==> src/rtl/chunked_addsub.sv <==
// Multi-cycle adder/subtractor: one CHUNK-bit ripple slice per clock with a registered carry.
// Results are held from the done pulse until the next accepted start.
module chunked_addsub #(
    parameter int unsigned WIDTH = 16,
    parameter int unsigned CHUNK = 4
) (
    input  logic             clock,
    input  logic             reset,
    input  logic             start,
    input  logic             sub,
    input  logic             ci,
    input  logic [WIDTH-1:0] a,
    input  logic [WIDTH-1:0] b,
    output logic             ready,
    output logic             done,
    output logic [WIDTH-1:0] sum,
    output logic             co,
    output logic             ovf
);

    localparam int unsigned N    = WIDTH / CHUNK;
    localparam int unsigned IdxW = (N > 1) ? $clog2(N) : 1;

    typedef enum logic [0:0] {StIdle, StRun} stateT;

    stateT            state;
    logic [WIDTH-1:0] opA;
    logic [WIDTH-1:0] opB;
    logic             carry;
    logic [IdxW-1:0]  idx;

    logic [CHUNK-1:0] sliceA;
    logic [CHUNK-1:0] sliceB;
    logic [CHUNK:0]   sliceSum;
    logic             carryIntoMsb;
    logic             lastChunk;

    always_comb begin
        sliceA       = opA[idx*CHUNK +: CHUNK];
        sliceB       = opB[idx*CHUNK +: CHUNK];
        sliceSum     = {1'b0, sliceA} + {1'b0, sliceB} + {{CHUNK{1'b0}}, carry};
        // Only meaningful on the last chunk, where bit CHUNK-1 is bit WIDTH-1 of the result.
        carryIntoMsb = sliceA[CHUNK-1] ^ sliceB[CHUNK-1] ^ sliceSum[CHUNK-1];
        lastChunk    = (idx == IdxW'(N - 1));
    end

    always_ff @(posedge clock) begin
        if (reset) begin
            state <= StIdle;
            ready <= 1'b1;
            done  <= 1'b0;
            sum   <= '0;
            co    <= 1'b0;
            ovf   <= 1'b0;
            opA   <= '0;
            opB   <= '0;
            carry <= 1'b0;
            idx   <= '0;
        end else begin
            done <= 1'b0;
            unique case (state)
                StIdle: begin
                    if (start) begin
                        // Subtraction is a + ~b + ~borrow.
                        opA   <= a;
                        opB   <= sub ? ~b : b;
                        carry <= sub ? ~ci : ci;
                        idx   <= '0;
                        ready <= 1'b0;
                        state <= StRun;
                    end
                end
                StRun: begin
                    sum[idx*CHUNK +: CHUNK] <= sliceSum[CHUNK-1:0];
                    carry                   <= sliceSum[CHUNK];
                    if (lastChunk) begin
                        co    <= sliceSum[CHUNK];
                        ovf   <= carryIntoMsb ^ sliceSum[CHUNK];
                        done  <= 1'b1;
                        ready <= 1'b1;
                        state <= StIdle;
                    end else begin
                        idx <= idx + 1'b1;
                    end
                end
                default: state <= StIdle;
            endcase
        end
    end

endmodule

==> config.mk <==
export PLATFORM = sky130hd
export DESIGN_NAME = chunked_addsub
export DESIGN_NICKNAME = d
export VERILOG_FILES = /design/src/rtl/chunked_addsub.sv
export SDC_FILE = /design/constraint.sdc
export NUM_CORES = 1
export LEC_CHECK = 0
export ABC_AREA = 0
export CORE_MARGIN = 5
export CORE_UTILIZATION = 50
export DETAILED_ROUTE_END_ITERATION = 8
export PLACE_DENSITY_LB_ADDON = 0.05
export SLEW_MARGIN = 20
export SYNTH_ARGS = -nofsm -noshare
export SYNTH_HDL_FRONTEND = slang
export SYNTH_SLANG_ARGS = --single-unit
==> constraint.sdc <==
create_clock -name clock -period 4.1 [get_ports clock]
set_input_delay 1.025 -clock clock [delete_from_list [all_inputs] [get_ports clock]]
set_output_delay 1.025 -clock clock [all_outputs]
set_load 0.005 [all_outputs]
==> flow_metrics.tcl, run 1 <==
set metrics [dict create \
    ctsResizeCount 0 \
    core_um2 5040 \
    ys_types 34 \
    ys_warn_count 0 \
    ys_ff_latch 56 \
    initial_core_util_pct 51.1 \
    clkTransAtPathRegs_ps 90 \
    hold_viol 0 \
    dp_hpwl_um 3960 \
    htree_num_levels 2 \
    synthesis.nets 315 \
    routed_via_density 5.11 \
    synthCells 267 \
    p_seq_share_pct 52.4 \
    yosysMostFrequentCell "dfxtp_1" \
    cts_buffers 5 \
    intPower_mw 0.850 \
    skew_ps 8.71 \
    worst-endpoint-arrival_ps 3070 \
    finalWirelength_um 5220 \
    cp_max_fo 6 \
    first_iter_violations 84 \
    dr.pass1.iters 4 \
    path_class "flip-flop to flip-flop" \
    dieArea_um2 6690 \
    grt_pass1_vias 1881 \
    cellPowerDensity_nw_per_um2 347 \
    tightest_slew_ps 1010 \
    final.min_clock_period_ps 2850 \
    ir_drop_v 0.000216 \
    grt_remaining_overflow 0 \
    row_count 26 \
    drv_cap 0 \
    clk_latency_ps 310 \
    place_ws_ps 1260 \
    synth_common_cells "dfxtp_1 (56), nand2_1 (37), nor2_1 (36)" \
    fin_nets 362 \
    slew_headroom_pct 32.4 \
    antennaDiodeCount 0 \
    swShare_pct 24.8 \
    synth_top_area_cell "dfxtp_1" \
    die_w_um 81.8 \
    syn_to_final_growth_pct 26.4 \
    setup-tns-final_ps 0 \
    cts_setup_buffers 0 \
    yosys-top-cells-area "dfxtp_1 (43%), mux4_2 (7.0%), xnor2_1 (5.8%)" \
    grt_antenna_before_repair 0 \
    fp.dieH_um 81.8 \
    p_clk_share_pct 31.0 \
    synth_edf_count 0 \
    postRouteAntennaNets 0 \
    detailroute.via_count 1966 \
    required_ps 4320 \
    ys_seq_area_share_pct 43.5 \
    finalMaxSlewViolations 0 \
    period_share_pct 69.5 \
    ys.flop_type "dfxtp_1" \
    hold_path_class "flip-flop to flip-flop" \
    root_buffer "clkbuf_8" \
    cts.sinks 56 \
    grt_max_degree 61 \
    postCtsHoldBufs 0 \
    p_comb_share_pct 16.6 \
    start_kind "flip-flop" \
    grt_pass1_wl_um 8670 \
    place.gp.congestion 0.834 \
    setup_viol 0 \
    numPortBuffers 56 \
    fin_ws_ps 1250 \
    status "finished clean" \
    p_switching_mw 0.281 \
    avgSynthCellArea_um2 9.66 \
    io_pins 57 \
    drive_above_1_share_pct 9.52 \
    async_reset_ff_share_pct 0 \
    end_kind "flip-flop" \
    clock.fmax_ghz 0.351 \
    cts_tree "yes" \
    rsz0062_at_grt "no" \
    ctsLongestPathBuffers 2 \
    synth_area_um2 2580 \
    leakage_nw 1.18 \
    wl_per_cell_um 13.6 \
    drc 0 \
    grtUsageTotal_pct 17.1 \
    synth_top_area_share_pct 43.5 \
]
==> worst paths after layout <==
kind	from	to	slack (ps)	cells past startpoint
min	opA[14]$_SDFFE_PP0P_	opA[14]$_SDFFE_PP0P_	460	2
min reg2reg	opA[14]$_SDFFE_PP0P_	opA[14]$_SDFFE_PP0P_	460	2
max	idx[0]$_SDFFE_PP0P_	ovf$_SDFFE_PP0P_	1250	7
max reg2reg	idx[0]$_SDFFE_PP0P_	ovf$_SDFFE_PP0P_	1250	7
==> critical path, cell delays in order, from the launching register on <==
cell and delay (ps):
dfxtp_1 540, mux4_2 570, fa_1 450, fa_1 420, a21o_1 190, a21oi_1 250, xnor2_1 100, a211oi_1 240
==> logic make-up (layout without fill, tap and decap cells) <==
family,Yosys count,after routing,synth area share [%]
buffers and inverters,24,72,4.37
adder cells (fa/ha/maj),11,11,5.92
XOR/XNOR,20,20,6.79
multiplexers,10,10,7.81
AND/OR/NAND/NOR,88,88,16.8
AO/OA/AOI/OAI,58,58,14.8
flip-flops,56,56,43.5
==> layout make-up <==
class | instances | area (µm²)
fillers | 437 | 1780
multi-input cells | 187 | 1350
flip-flops and latches | 56 | 1120
well taps | 70 | 87.6
repair buffers | 59 | 578
clock buffers | 6 | 72.6
inverters | 5 | 18.8
clock inverters | 2 | 35.0
==> cell usage in the layout, fill, tap and decap left out, types with 2 or more instances in the layout <==
cell,synthesis,layout
inv_2,3,3
nor2_1,36,36
buf_4,3,3
a21oi_1,20,20
inv_1,2,2
o31ai_1,2,2
xor2_1,3,3
clkbuf_8,0,5
clkdlybuf4s50_1,0,55
o21ai_0,2,2
ha_1,9,9
nor4b_4,2,2
nand2_1,37,37
nand2b_1,3,3
fa_1,2,2
a211oi_1,18,18
a22oi_1,12,12
dfxtp_1,56,56
xnor2_1,17,17
a21o_1,2,2
mux4_2,8,8
nand3b_1,4,4
==> per-layer routing <==
metal,GRT usage [%],share of wire (%),vias to the layer above
li1,-,-,1012
met4,6.48,2.1,0
met3,4.93,4.9,9
met1,19.6,43,905
met2,29.8,50,40
met5,0,0,-
==> sequential cells by signal (all words and copies together) (netlist names) <==
signal  flops
ready       1
opA        16
co          1
sum        16
ovf         1
done        1
opB        16
state       1
idx         2
carry       1
==> power groups by stage <==
| stage | sequential, mW | clock (mW) | combinational (mW) |
|---|---|---|---|
| global route | 0.597 | 0.376 | 0.210 |
| detailed placement | 0.606 | 0 | 0.190 |
| CTS | 0.593 | 0.358 | 0.190 |
| finish | 0.593 | 0.350 | 0.188 |
| floorplan | 0.596 | 0 | 0.128 |
| global placement | 0.605 | 0 | 0.188 |
==> per-stage QoR <==
stage / power [mW] / cell area [µm²] / utilization [%] / hold WS, ps / std cells
floorplan: 0.724 / 2580 / - / 433 / 267
global placement: 0.793 / 3150 / 62.5 / 447 / 377
detailed placement: 0.796 / 3150 / 62.5 / 449 / 377
CTS: 1.14 / 3260 / 64.7 / 462 / 385
global route: 1.18 / 3260 / 64.7 / 492 / 385
finish: 1.13 / 3260 / 64.7 / 460 / 385
(Power assumes the default switching activity.)
==> run 2: changes to the inputs <==
--- a/config.mk
+++ b/config.mk
@@ -7,7 +7,7 @@
 export LEC_CHECK = 0
 export ABC_AREA = 0
 export CORE_MARGIN = 5
-export CORE_UTILIZATION = 50
+export CORE_UTILIZATION = 45
 export DETAILED_ROUTE_END_ITERATION = 8
 export PLACE_DENSITY_LB_ADDON = 0.05
 export SLEW_MARGIN = 20
==> constraint.sdc (replaced) <==
create_clock -name clock -period 2.3 [get_ports clock]
set_input_delay 0.575 -clock clock [delete_from_list [all_inputs] [get_ports clock]]
set_output_delay 0.575 -clock clock [all_outputs]
set_load 0.005 [all_outputs]
==> flow_metrics.tcl, run 2 (synthesis gave the netlist of run 1 again) <==
set metrics [dict create \
    initial_core_util_pct 46.5 \
    fin_nets 375 \
    postCtsHoldBufs 0 \
    start_kind "flip-flop" \
    leakage_nw 1.26 \
    antennaDiodeCount 0 \
    place.gp.congestion 0.844 \
    worstReg2RegStart "idx[0]$_SDFFE_PP0P_" \
    grtUsageTotal_pct 15.6 \
    numPortBuffers 56 \
    clock.fmax_ghz 0.426 \
    dp_hpwl_um 4080 \
    core_um2 5540 \
    ir_drop_v 0.000282 \
    cellPowerDensity_nw_per_um2 577 \
    rr_worst_depth 7 \
    finalMaxSlewViolations 0 \
    routed_via_density 4.95 \
    met3_usage_pct 3.55 \
    endpoint "ovf$_SDFFE_PP0P_" \
    dr.pass1.iters 4 \
    cts.sinks 56 \
    final_area_um2 3460 \
    period_share_pct 102 \
    placed_area_um2 3260 \
    crit_start "idx[0]$_SDFFE_PP0P_" \
    drv_cap 0 \
    clkTransAtPathRegs_ps 90 \
    postRouteAntennaNets 0 \
    ctsLongestPathBuffers 2 \
    end_kind "flip-flop" \
    syn_to_final_growth_pct 34.3 \
    grt_remaining_overflow 0 \
    total_power_mw 2.00 \
    n_fill_cell 506 \
    worst_hold_slack_ps 461 \
    status "complete, but fails checks" \
    row_count 27 \
    io_pins 57 \
    clk_latency_ps 300 \
    required_ps 2530 \
    detailroute.via_count 1979 \
    cts_buffers 5 \
    grt_busiest_layer "met2" \
    finalWirelength_um 5480 \
    drc 0 \
    worstReg2RegEnd "ovf$_SDFFE_PP0P_" \
    final.min_clock_period_ps 2350 \
    skew_ps 4.02 \
    htree_num_levels 2 \
    grt_antenna_before_repair 0 \
    cts_tree "yes" \
    slew_headroom_pct 57.7 \
    setup_viol 2 \
    hold_path_class "flip-flop to flip-flop" \
    grt_pass1_wl_um 9190 \
    reg2reg_setup_slack_ps -50 \
    grt_pass1_vias 1930 \
    cp_max_fo 3 \
    violations "negative setup slack" \
    grt_max_degree 41 \
    hold_viol 0 \
    fin_ws_ps -46.2 \
    rsz0062_at_grt "yes" \
    dieArea_um2 7340 \
    drive_above_1_share_pct 17.1 \
    use_met2_pct 27.5 \
    die_w_um 85.7 \
    tightest_slew_ps 635 \
    wl_per_cell_um 13.7 \
    top_regs "opA x16, opB x16, sum x16" \
    first_iter_violations 57 \
    layout_common_cells "dfxtp_1 (55), clkdlybuf4s50_1 (55), nand2_1 (37), nor2_1 (36)" \
    root_buffer "clkbuf_8" \
    fp.dieH_um 85.7 \
    worst-endpoint-arrival_ps 2570 \
    grt_use_met1_pct 19.1 \
    path_class "flip-flop to flip-flop" \
]
==> run 2: timing repair <==
item / 4_1_cts / 5_1_grt
pin swaps: 3 / 9
gates resized for setup: 0 / 14
endpoints found under the setup margin: 7 / 11
endpoints found under the hold margin: 0 / 0
buffers inserted: 0 / 5
gates cloned: 0 / 0
==> run 2: worst min path at each step <==
| stage | slack (ps) | endpoint | depth (start not counted) | startpoint |
|---|---|---|---|---|
| global placement | 450 | opA[8]$_SDFFE_PP0P_ | 2 | opA[8]$_SDFFE_PP0P_ |
| detailed placement | 450 | opA[15]$_SDFFE_PP0P_ | 2 | opA[15]$_SDFFE_PP0P_ |
| finish | 460 | opA[7]$_SDFFE_PP0P_ | 2 | opA[7]$_SDFFE_PP0P_ |
| global route | 480 | opA[3]$_SDFFE_PP0P_ | 2 | opA[3]$_SDFFE_PP0P_ |
| CTS | 460 | opA[15]$_SDFFE_PP0P_ | 2 | opA[15]$_SDFFE_PP0P_ |
| floorplan | 430 | opA[10]$_SDFFE_PP0P_ | 2 | opA[10]$_SDFFE_PP0P_ |
==> run 2: worst max-delay path: stages, from the launching register on <==
cell and delay [ps]:
dfxtp_4 370, mux4_2 520, fa_2 390, fa_2 350, a21o_1 170, a21oi_2 180
xnor2_1 100, a211oi_1 190
==> run 2: layout make-up <==
| class | count | area [µm²] | area share (%) |
|---|---|---|---|
| Multi-Input combinational cell | 187 | 1430 | 41.4 |
| Sequential cell | 56 | 1120 | 32.5 |
| Timing Repair Buffer | 72 | 703 | 20.3 |
| Tap cell | 72 | 90.1 | 2.60 |
| Clock buffer | 6 | 82.6 | 2.39 |
| Inverter | 5 | 18.8 | 0.542 |
| Clock inverter | 2 | 10.0 | 0.289 |
==> run 2: stage by stage <==
stage / util (%) / setup WS [ps] / TNS (ps) / std cells
floorplan: - / -175 / -452 / 267
global placement: 58.8 / -23.6 / -31.8 / 389
detailed placement: 58.8 / -72.4 / -162 / 389
CTS: 60.5 / -79.8 / -228 / 397
global route: 62.5 / -180 / -605 / 400
finish: 62.5 / -46.2 / -58.8 / 400
==> run 2: per-layer routing <==
metal	part of all wire [%]	routed length (µm)
met1	44	2410
met2	50	2760
met3	4.6	253
met4	1.1	61
met5	0	0
==> run 2: where the power goes <==
part           internal (mW)  leakage [nW]  switching (mW)
Combinational          0.208         0.748           0.191
Sequential              1.02         0.459          0.0319
Clock                  0.241        0.0510           0.307
==> run 3: changes to the inputs <==
--- a/config.mk
+++ b/config.mk
@@ -10,6 +10,7 @@
 export CORE_UTILIZATION = 45
 export DETAILED_ROUTE_END_ITERATION = 8
 export PLACE_DENSITY_LB_ADDON = 0.05
+export SKIP_CTS_REPAIR_TIMING = 1
 export SLEW_MARGIN = 20
 export SYNTH_ARGS = -nofsm -noshare
 export SYNTH_HDL_FRONTEND = slang
==> flow_metrics.tcl, run 3 (synthesis gave the netlist of run 1 again) <==
set metrics [dict create \
    status "complete, but fails checks" \
    violations "negative setup slack" \
    numPortBuffers 56 \
    fp.dieH_um 85.7 \
    required_ps 2530 \
    hold_path_class "flip-flop to flip-flop" \
    place_ws_ps -72.4 \
    clkTransAtPathRegs_ps 90 \
    leakage_nw 1.26 \
    place_inst 389 \
    die_w_um 85.7 \
    total_power_mw 2.00 \
    final_area_um2 3460 \
    core_um2 5540 \
    n_fill_cell 506 \
    cts.sinks 56 \
    cellPowerDensity_nw_per_um2 577 \
    grt_remaining_overflow 0 \
    multi_input_area_um2 1430 \
    row_count 27 \
    first_iter_violations 52 \
    slew_headroom_pct 57.1 \
    grt_antenna_before_repair 0 \
    grt_max_degree 41 \
    layout_common_cells "dfxtp_1 (55), clkdlybuf4s50_1 (55), nand2_1 (37), nor2_1 (36)" \
    routed_via_density 4.93 \
    crit_family "adder cells" \
    io_pins 57 \
    critPathMaxStageDelay_ps 520 \
    end_kind "flip-flop" \
    seqCellArea_um2 1120 \
    rsz0062_at_grt "yes" \
    dr.pass1.iters 4 \
    clk_latency_ps 300 \
    initial_core_util_pct 46.5 \
    antennaDiodeCount 0 \
    finalMaxSlewViolations 0 \
    placed_area_um2 3260 \
    period_share_pct 103 \
    tightest_slew_ps 644 \
    drv_cap 0 \
    htree_num_levels 2 \
    slowest_stage "mux4_2" \
    finalWirelength_um 5490 \
    path_class "flip-flop to flip-flop" \
    stdcell_count 400 \
    worst-endpoint-arrival_ps 2600 \
    detailroute.via_count 1973 \
    grtUsageTotal_pct 15.6 \
    postRouteAntennaNets 0 \
    ir_drop_v 0.000282 \
    dp_hpwl_um 4080 \
    hold_viol 0 \
    setup_viol 3 \
    top_regs "opA x16, opB x16, sum x16" \
    cts_buffers 5 \
    grt_pass1_vias 1924 \
    drive_above_1_share_pct 17.1 \
    ctsLongestPathBuffers 2 \
    wl_per_cell_um 13.7 \
    crit_chain "mux4_2, fa_2, fa_2, a21o_1, a21oi_2, xnor2_1, a211oi_1" \
    cpMostUsedCell "fa_2" \
    path_buf_inv 0 \
    start_kind "flip-flop" \
    dieArea_um2 7340 \
    final.min_clock_period_ps 2370 \
    drc 0 \
    worst_hold_slack_ps 461 \
    fin_nets 375 \
    clock.fmax_ghz 0.422 \
    grt_pass1_wl_um 9190 \
    skew_ps 5.75 \
    fin_ws_ps -71.4 \
    root_buffer "clkbuf_8" \
    place.gp.congestion 0.844 \
    syn_to_final_growth_pct 34.3 \
    cts_tree "yes" \
    cp_max_fo 3 \
]
## run 3: power by group
group	switching (mW)	total [mW]	internal [mW]
combinational	0.192	0.401	0.208
sequential	0.0317	1.05	1.02
clock	0.304	0.545	0.241
total	0.528	2.00	1.47
## run 3: stage by stage
| stage | TNS (ps) | util (%) |
|---|---|---|
| after global placement | -31.8 | 58.8 |
| after global routing | -689 | 62.5 |
| after floorplan | -452 | - |
| after detailed placement | -162 | 58.8 |
| final | -119 | 62.5 |
| after CTS | -259 | 60.5 |
## run 3: layout make-up
cell class,count,area share (%)
timing repair buffer,72,20.3
sequential,56,32.5
clock inverter,2,0.289
tap,72,2.60
inverter,5,0.542
clock buffer,6,2.39
multi-input combinational,187,41.4
## run 3: final timing paths
check	depth (start not counted)	from	to	slack (ps)
worst max-delay path	7	idx[0]$_SDFFE_PP0P_	ovf$_SDFFE_PP0P_	-70
worst min-delay path	2	opA[7]$_SDFFE_PP0P_	opA[7]$_SDFFE_PP0P_	460
worst max register to register	7	idx[0]$_SDFFE_PP0P_	ovf$_SDFFE_PP0P_	-70
worst min register to register	2	opA[7]$_SDFFE_PP0P_	opA[7]$_SDFFE_PP0P_	460
## run 3: layer usage
| metal | vias up | track usage [%] | wire length, µm |
|---|---|---|---|
| li1 | 1045 | - | - |
| met1 | 886 | 19.1 | 2390 |
| met2 | 36 | 27.5 | 2770 |
| met3 | 6 | 3.55 | 265 |
| met4 | 0 | 4.32 | 65 |
| met5 | - | 0 | 0 |
## run 3: tightest hold or removal path, stage by stage (launching register included)
cell,delay [ps]
dfxtp_1,320
nand2_1,50
a21oi_1,50
